<file path="config.mk">
export PLATFORM = sky130hd
export DESIGN_NAME = secuenciador_rtc_flat
export DESIGN_NICKNAME = d
export VERILOG_FILES = /design/src/rtl/secuenciador_rtc_if.sv /design/src/rtl/secuenciador_rtc.sv /design/src/flat_wrapper.sv
export SDC_FILE = /design/constraint.sdc
export NUM_CORES = 1
export LEC_CHECK = 0
export BUFFER_PORTS_ARGS = -buffer_cell sky130_fd_sc_hd__buf_2
export CORE_UTILIZATION = 30
export CTS_BUF_LIST = sky130_fd_sc_hd__clkbuf_16
export DETAILED_ROUTE_END_ITERATION = 16
export REMOVE_ABC_BUFFERS = 1
export SETUP_SLACK_MARGIN = 0.3
export SYNTH_ARGS = -nofsm -noshare
export SYNTH_HDL_FRONTEND = slang
export SYNTH_SLANG_ARGS = --single-unit
</file>
<file path="constraint.sdc">
create_clock -name clk -period 2.5 [get_ports clk]
set_clock_uncertainty 0.1 [all_clocks]
set_input_delay 0.5 -clock clk [delete_from_list [all_inputs] [get_ports clk]]
set_output_delay 0.5 -clock clk [all_outputs]
set_load 0.1 [all_outputs]
</file>
<file path="src/rtl/secuenciador_rtc_if.sv">
// Host-write and bus-engine channels of the RTC refresh sequencer.
// Handshake: bus_start is a one-cycle launch and the engine answers with exactly one bus_done pulse;
// wr_req is a level held with wr_addr/wr_data stable until the one-cycle wr_ack.
interface secuenciador_rtc_if;
  logic       wr_req;
  logic [7:0] wr_addr;
  logic [7:0] wr_data;
  logic       wr_ack;
  logic       bus_start;
  logic       bus_write;
  logic [7:0] bus_addr;
  logic [7:0] bus_dato_out;
  logic       bus_done;
  logic [7:0] bus_dato_in;

  modport master (
    input  wr_req, wr_addr, wr_data, bus_done, bus_dato_in,
    output wr_ack, bus_start, bus_write, bus_addr, bus_dato_out
  );

  modport slave (
    output wr_req, wr_addr, wr_data, bus_done, bus_dato_in,
    input  wr_ack, bus_start, bus_write, bus_addr, bus_dato_out
  );
endinterface

</file>
<file path="src/rtl/secuenciador_rtc.sv">
// RTC refresh sequencer: arbitrates host writes against refresh bursts (command write + 9 reads)
// and strobes one register-bank load per byte read, with a per-transaction timeout.
module secuenciador_rtc #(
    parameter int         TIMEOUT_CYC = 1024,
    parameter logic [7:0] CMD_ADDR    = 8'hF0
) (
    input  logic                      clk,
    input  logic                      reset,
    input  logic                      tick_refresh,
    secuenciador_rtc_if.master        bif,
    output logic [7:0]                dato_leido,
    output logic [8:0]                hold,
    output logic                      burst_done,
    output logic                      err_timeout,
    output logic                      busy,
    output logic [2:0]                state_dbg
);

    localparam int TW = $clog2(TIMEOUT_CYC + 1);

    typedef enum logic [2:0] {IDLE, HOST_WR, CMD, RD, LATCH} state_t;

    state_t        state, state_n;
    logic [3:0]    rd_idx, rd_idx_n, lat_idx;
    logic [TW-1:0] timer;
    logic          pending, outstanding;
    logic          launch, l_write;
    logic [7:0]    l_addr, l_data;
    logic          take_read, set_ack, set_bdone, set_err, grant_ref;
    logic          waiting, timed_out;

    function automatic logic [7:0] addr_of(input logic [3:0] i);
        case (i)
            4'd0:    return 8'h21;
            4'd1:    return 8'h22;
            4'd2:    return 8'h23;
            4'd3:    return 8'h24;
            4'd4:    return 8'h25;
            4'd5:    return 8'h26;
            4'd6:    return 8'h41;
            4'd7:    return 8'h42;
            4'd8:    return 8'h43;
            default: return 8'h21;
        endcase
    endfunction

    // The next read is launched during LATCH, so LATCH also waits on the bus while a read is in flight.
    always_comb begin
        state_n   = state;
        rd_idx_n  = rd_idx;
        launch    = 1'b0;
        l_write   = 1'b0;
        l_addr    = 8'h00;
        l_data    = 8'h00;
        take_read = 1'b0;
        set_ack   = 1'b0;
        set_bdone = 1'b0;
        set_err   = 1'b0;
        grant_ref = 1'b0;
        waiting   = (state == HOST_WR) || (state == CMD) || (state == RD) ||
                    ((state == LATCH) && outstanding);
        timed_out = waiting && !bif.bus_done && (timer == TW'(TIMEOUT_CYC - 1));

        case (state)
            IDLE: begin
                // wr_ack still high means the just-finished request has not been dropped yet.
                if (bif.wr_req && !bif.wr_ack) begin
                    state_n = HOST_WR;
                    launch  = 1'b1;
                    l_write = 1'b1;
                    l_addr  = bif.wr_addr;
                    l_data  = bif.wr_data;
                end else if (pending) begin
                    state_n   = CMD;
                    launch    = 1'b1;
                    l_write   = 1'b1;
                    l_addr    = CMD_ADDR;
                    grant_ref = 1'b1;
                end
            end
            HOST_WR: begin
                if (bif.bus_done) begin
                    set_ack = 1'b1;
                    state_n = IDLE;
                end
            end
            CMD: begin
                if (bif.bus_done) begin
                    state_n  = RD;
                    rd_idx_n = 4'd0;
                    launch   = 1'b1;
                    l_addr   = addr_of(4'd0);
                end
            end
            RD, LATCH: begin
                if ((state == LATCH) && !outstanding) begin
                    set_bdone = 1'b1;
                    state_n   = IDLE;
                end else if (bif.bus_done) begin
                    take_read = 1'b1;
                    state_n   = LATCH;
                    if (rd_idx != 4'd8) begin
                        rd_idx_n = 4'(rd_idx + 4'd1);
                        launch   = 1'b1;
                        l_addr   = addr_of(4'(rd_idx + 4'd1));
                    end
                end else if (state == LATCH) begin
                    state_n = RD;
                end
            end
            default: state_n = IDLE;
        endcase

        if (timed_out) begin
            state_n = IDLE;
            set_err = 1'b1;
            launch  = 1'b0;
        end
        if (state_n == IDLE) rd_idx_n = 4'd0;
    end

    always_ff @(posedge clk or posedge reset) begin
        if (reset) begin
            state            <= IDLE;
            rd_idx           <= 4'd0;
            lat_idx          <= 4'd0;
            timer            <= '0;
            pending          <= 1'b0;
            outstanding      <= 1'b0;
            dato_leido       <= 8'h00;
            burst_done       <= 1'b0;
            err_timeout      <= 1'b0;
            bif.wr_ack       <= 1'b0;
            bif.bus_start    <= 1'b0;
            bif.bus_write    <= 1'b0;
            bif.bus_addr     <= 8'h00;
            bif.bus_dato_out <= 8'h00;
        end else begin
            state         <= state_n;
            rd_idx        <= rd_idx_n;
            pending       <= (pending && !grant_ref) || tick_refresh;
            bif.bus_start <= launch;
            if (launch) begin
                bif.bus_write    <= l_write;
                bif.bus_addr     <= l_addr;
                bif.bus_dato_out <= l_data;
            end
            if (launch)       timer <= '0;
            else if (waiting) timer <= timer + 1'b1;
            if (launch)                                   outstanding <= 1'b1;
            else if (bif.bus_done || (state_n == IDLE))   outstanding <= 1'b0;
            if (take_read) begin
                dato_leido <= bif.bus_dato_in;
                lat_idx    <= rd_idx;
            end
            bif.wr_ack  <= set_ack;
            burst_done  <= set_bdone;
            err_timeout <= set_err;
        end
    end

    always_comb begin
        hold = 9'd0;
        if (state == LATCH) hold = 9'(1) << lat_idx;
    end

    assign busy      = (state != IDLE);
    assign state_dbg = state;

endmodule

</file>
<file path="src/flat_wrapper.sv">
// flat-port wrapper written by rule: the top's interface ports become plain ports
module secuenciador_rtc_flat 
#(
    parameter int         TIMEOUT_CYC = 1024,
    parameter logic [7:0] CMD_ADDR    = 8'hF0
)
  (clk, reset, tick_refresh, dato_leido, hold, burst_done, err_timeout, busy, state_dbg, bif_wr_req, bif_wr_addr, bif_wr_data, bif_bus_done, bif_bus_dato_in, bif_wr_ack, bif_bus_start, bif_bus_write, bif_bus_addr, bif_bus_dato_out);
  secuenciador_rtc_if bif_i ();
  input  logic clk;
  input  logic reset;
  input  logic tick_refresh;
  output logic [7:0] dato_leido;
  output logic [8:0] hold;
  output logic burst_done;
  output logic err_timeout;
  output logic busy;
  output logic [2:0] state_dbg;
  input wire logic [$bits(bif_i.wr_req)-1:0] bif_wr_req;
  input wire logic [$bits(bif_i.wr_addr)-1:0] bif_wr_addr;
  input wire logic [$bits(bif_i.wr_data)-1:0] bif_wr_data;
  input wire logic [$bits(bif_i.bus_done)-1:0] bif_bus_done;
  input wire logic [$bits(bif_i.bus_dato_in)-1:0] bif_bus_dato_in;
  output wire logic [$bits(bif_i.wr_ack)-1:0] bif_wr_ack;
  output wire logic [$bits(bif_i.bus_start)-1:0] bif_bus_start;
  output wire logic [$bits(bif_i.bus_write)-1:0] bif_bus_write;
  output wire logic [$bits(bif_i.bus_addr)-1:0] bif_bus_addr;
  output wire logic [$bits(bif_i.bus_dato_out)-1:0] bif_bus_dato_out;
  assign bif_i.wr_req = bif_wr_req;
  assign bif_i.wr_addr = bif_wr_addr;
  assign bif_i.wr_data = bif_wr_data;
  assign bif_i.bus_done = bif_bus_done;
  assign bif_i.bus_dato_in = bif_bus_dato_in;
  assign bif_wr_ack = bif_i.wr_ack;
  assign bif_bus_start = bif_i.bus_start;
  assign bif_bus_write = bif_i.bus_write;
  assign bif_bus_addr = bif_i.bus_addr;
  assign bif_bus_dato_out = bif_i.bus_dato_out;
  secuenciador_rtc #(.TIMEOUT_CYC(TIMEOUT_CYC), .CMD_ADDR(CMD_ADDR)) u_core (.clk(clk), .reset(reset), .tick_refresh(tick_refresh), .bif(bif_i), .dato_leido(dato_leido), .hold(hold), .burst_done(burst_done), .err_timeout(err_timeout), .busy(busy), .state_dbg(state_dbg));
endmodule
</file>
==> impl_metrics.ini <==
[timing]
period_share_pct = 96.7
drv_slew = 0
hold_violations = 0
maxSlewHeadroom_pct = 57.4
setup-violations-final = 0
holdWs_ns = 0.162
worstMarginPinSlew_ns = 0.638
period_needed_ns = 2.42
max_freq_mhz = 414
rsz0062_at_grt = yes

[placement]
place_inst = 450
hpwl_um = 4610
io_buffers = 70
placed_area_um2 = 3320
place.gp.congestion = 0.785

[global_routing]
grt_max_degree = 29
grt_overflow = 0
grt_pass1_vias = 2191
antenna_found_initial = 0
grt_pass1_wl_um = 10600
grt_use_total_pct = 14.7

[clock_tree]
cts-root-buf = clkbuf_16
clock_latency_ns = 0.29
cts_buffers = 5
clkTransAtPathRegs_ns = 0.08
cts_sinks = 53
cts_max_level = 2
cts_hold_buf = 0
cts_max_path_buffers = 2
cts_tree = yes

[route]
drtAntennaViolNets = 0
route.detailed.drc = 0
routed_wl_um = 6540
vias = 2293
wl_per_cell_um = 14.2
drt_iter0_drc = 98
vias_per_cell = 4.97
first_pass_iters = 4

[logic_synthesis]
synth-edff-count = 0
synth_most_common_cell = dfrtp_1
synthArstFlopShare_pct = 100
synthXorXnorAreaFrac_pct = 2.95
synth.avg_cell_area_um2 = 9.78
yosys.area_share.simple_pct = 20.5
synth_seq_cells = 53
synth.area.mux_share_pct = 0.844
netlist_top_cells_area = dfrtp_1 (50%), nand2_1 (5.9%), nor2_1 (3.7%)
yosysSeqAreaShare_pct = 49.7
synthFlopType = dfrtp_1
yosysTopAreaCell = dfrtp_1
yosys-top-cells-count = dfrtp_1 (53), nand2_1 (42), nor2_1 (26), inv_1 (15), o21ai_0 (11)
yosys.area_share.adder_pct = 2.81
synth_compound_area_share_pct = 17.3
synth_top_family_by_area = simple AND/OR/NAND/NOR gates
synthCells = 273
synth.distinct_cells = 57
yosys_warnings = 0
synth_top_cell_area_share_pct = 49.7
synth_area_um2 = 2670

[worst_setup_path]
critical-path-top-delay-family = simple AND/OR/NAND/NOR gates
crit_slowest_cell = or3b_4
startpoint_type = register
crit_fanout = 4
end_kind = output pin
critPathBufInv = 1
criticalPathCategory = register to output pin
cp.required_ns = 1.90
crit_arrival_ns = 1.82
crit_chain = or3b_4 > or3_4 > nor3_4 > buf_12
slowest_delay_ns = 0.40

[die]
start_util_pct = 30.8
std_cell_rows = 34
ioPinCount = 71
die_x_um = 96.3
core_area_um2 = 8680
die_area_um2 = 9280
die_h_um = 96.3

[layout]
syn_to_final_growth_pct = 35.4
fin_cells = 461
fin_util_pct = 41.7
final_nets = 387
num_antenna_cells = 0
drive_gt1_share_pct = 34.8
post-route-cell-area_um2 = 3610

[job]
maxCapViolations = 0

[run_status]
outcome = completed

[worst_hold_path]
holdCritPathClass = input pin to async pin
[state kept, by name, summed over array words and instances (netlist names)]
name / count
u_core.bif.wr_ack: 1
u_core.bif.bus_start: 1
u_core.state_dbg: 3
u_core.burst_done: 1
u_core.bif.bus_dato_out: 8
u_core.bif.bus_addr: 8
u_core.timer: 11
u_core.lat_idx: 4
u_core.dato_leido: 8
u_core.rd_idx: 4
u_core.pending: 1
u_core.bif.bus_write: 1
u_core.err_timeout: 1
u_core.outstanding: 1
[layer usage]
layer | part of all wire (%) | up-vias | routed length [µm] | track usage, %
met5 | 0 | - | 0 | 0
met4 | 1.6 | 0 | 103 | 5.15
li1 | - | 1116 | - | -
met2 | 49 | 56 | 3220 | 24.1
met3 | 3.8 | 8 | 249 | 2.21
met1 | 45 | 1113 | 2960 | 19.9
[final cells by class]
class,instances,area (µm²)
Clock buffer,5,125
Clock inverter,3,21.3
Fill cell,870,5060
Inverter,16,60.1
Multi-Input combinational cell,188,1300
Sequential cell,53,1330
Tap cell,108,135
Timing Repair Buffer,88,647
[kinds of logic after synthesis]
| group | Yosys count |
|---|---|
| simple gates | 111 |
| compound gates | 60 |
| flops | 53 |
| buf+inv | 32 |
| xor+xnor | 9 |
| fa+ha+maj | 6 |
| mux | 2 |
[cell usage in the layout (no fill, tap or decap), types with 2 or more instances in the layout]
cell,instances
a2111oi_0,3
a211oi_1,3
a21oi_1,7
a221o_1,2
a22o_1,9
a31oi_1,2
and2_1,2
and3b_1,2
buf_12,10
buf_2,60
buf_4,15
buf_6,3
clkbuf_16,5
dfrtp_1,51
dfrtp_2,2
ha_1,6
inv_1,14
inv_2,2
nand2_1,41
nand2b_1,6
nand3_1,7
nand4_1,3
nor2_1,19
nor2_2,2
nor2_4,5
nor2b_1,2
nor3_4,2
nor3b_1,2
nor4_1,2
o2111ai_1,2
o21ai_0,11
o21bai_1,2
o221ai_1,2
o2bb2ai_1,2
or3_1,3
or3_4,2
xnor2_1,8
[final timing paths]
kind / from / end / slack [ns] / depth (start not counted)
setup / recovery: u_core.state_dbg[0] / hold[0] / 0.08 / 4
hold / removal: reset / u_core.bif.bus_dato_out[3] / 0.16 / 2
setup reg to reg: u_core.state_dbg[0] / u_core.bif.bus_addr[0] / 0.36 / 7
hold reg to reg: u_core.dato_leido[3] / u_core.dato_leido[3] / 0.37 / 2
max in group asynchronous: reset / u_core.state_dbg[0] / 1.58 / 3
min in group clk: tick_refresh / u_core.pending / 0.29 / 2
[per-stage QoR]
stage               setup TNS, ns  setup slack (ns)
floorplan                  -31.30             -2.54
global placement                0             0.177
detailed placement              0             0.162
CTS                       -0.0156           -0.0156
global route                    0            0.0367
finish                          0            0.0824
[what timing repair did]
item / 4_1_cts / 5_1_grt
buffers inserted: 0 / 3
setup endpoints to repair: 10 / 37
pin swaps: 4 / 7
gates resized for setup: 17 / 17
Power is not shown: default switching activity piles up to over one toggle a cycle in this logic, so the estimate is an artifact.
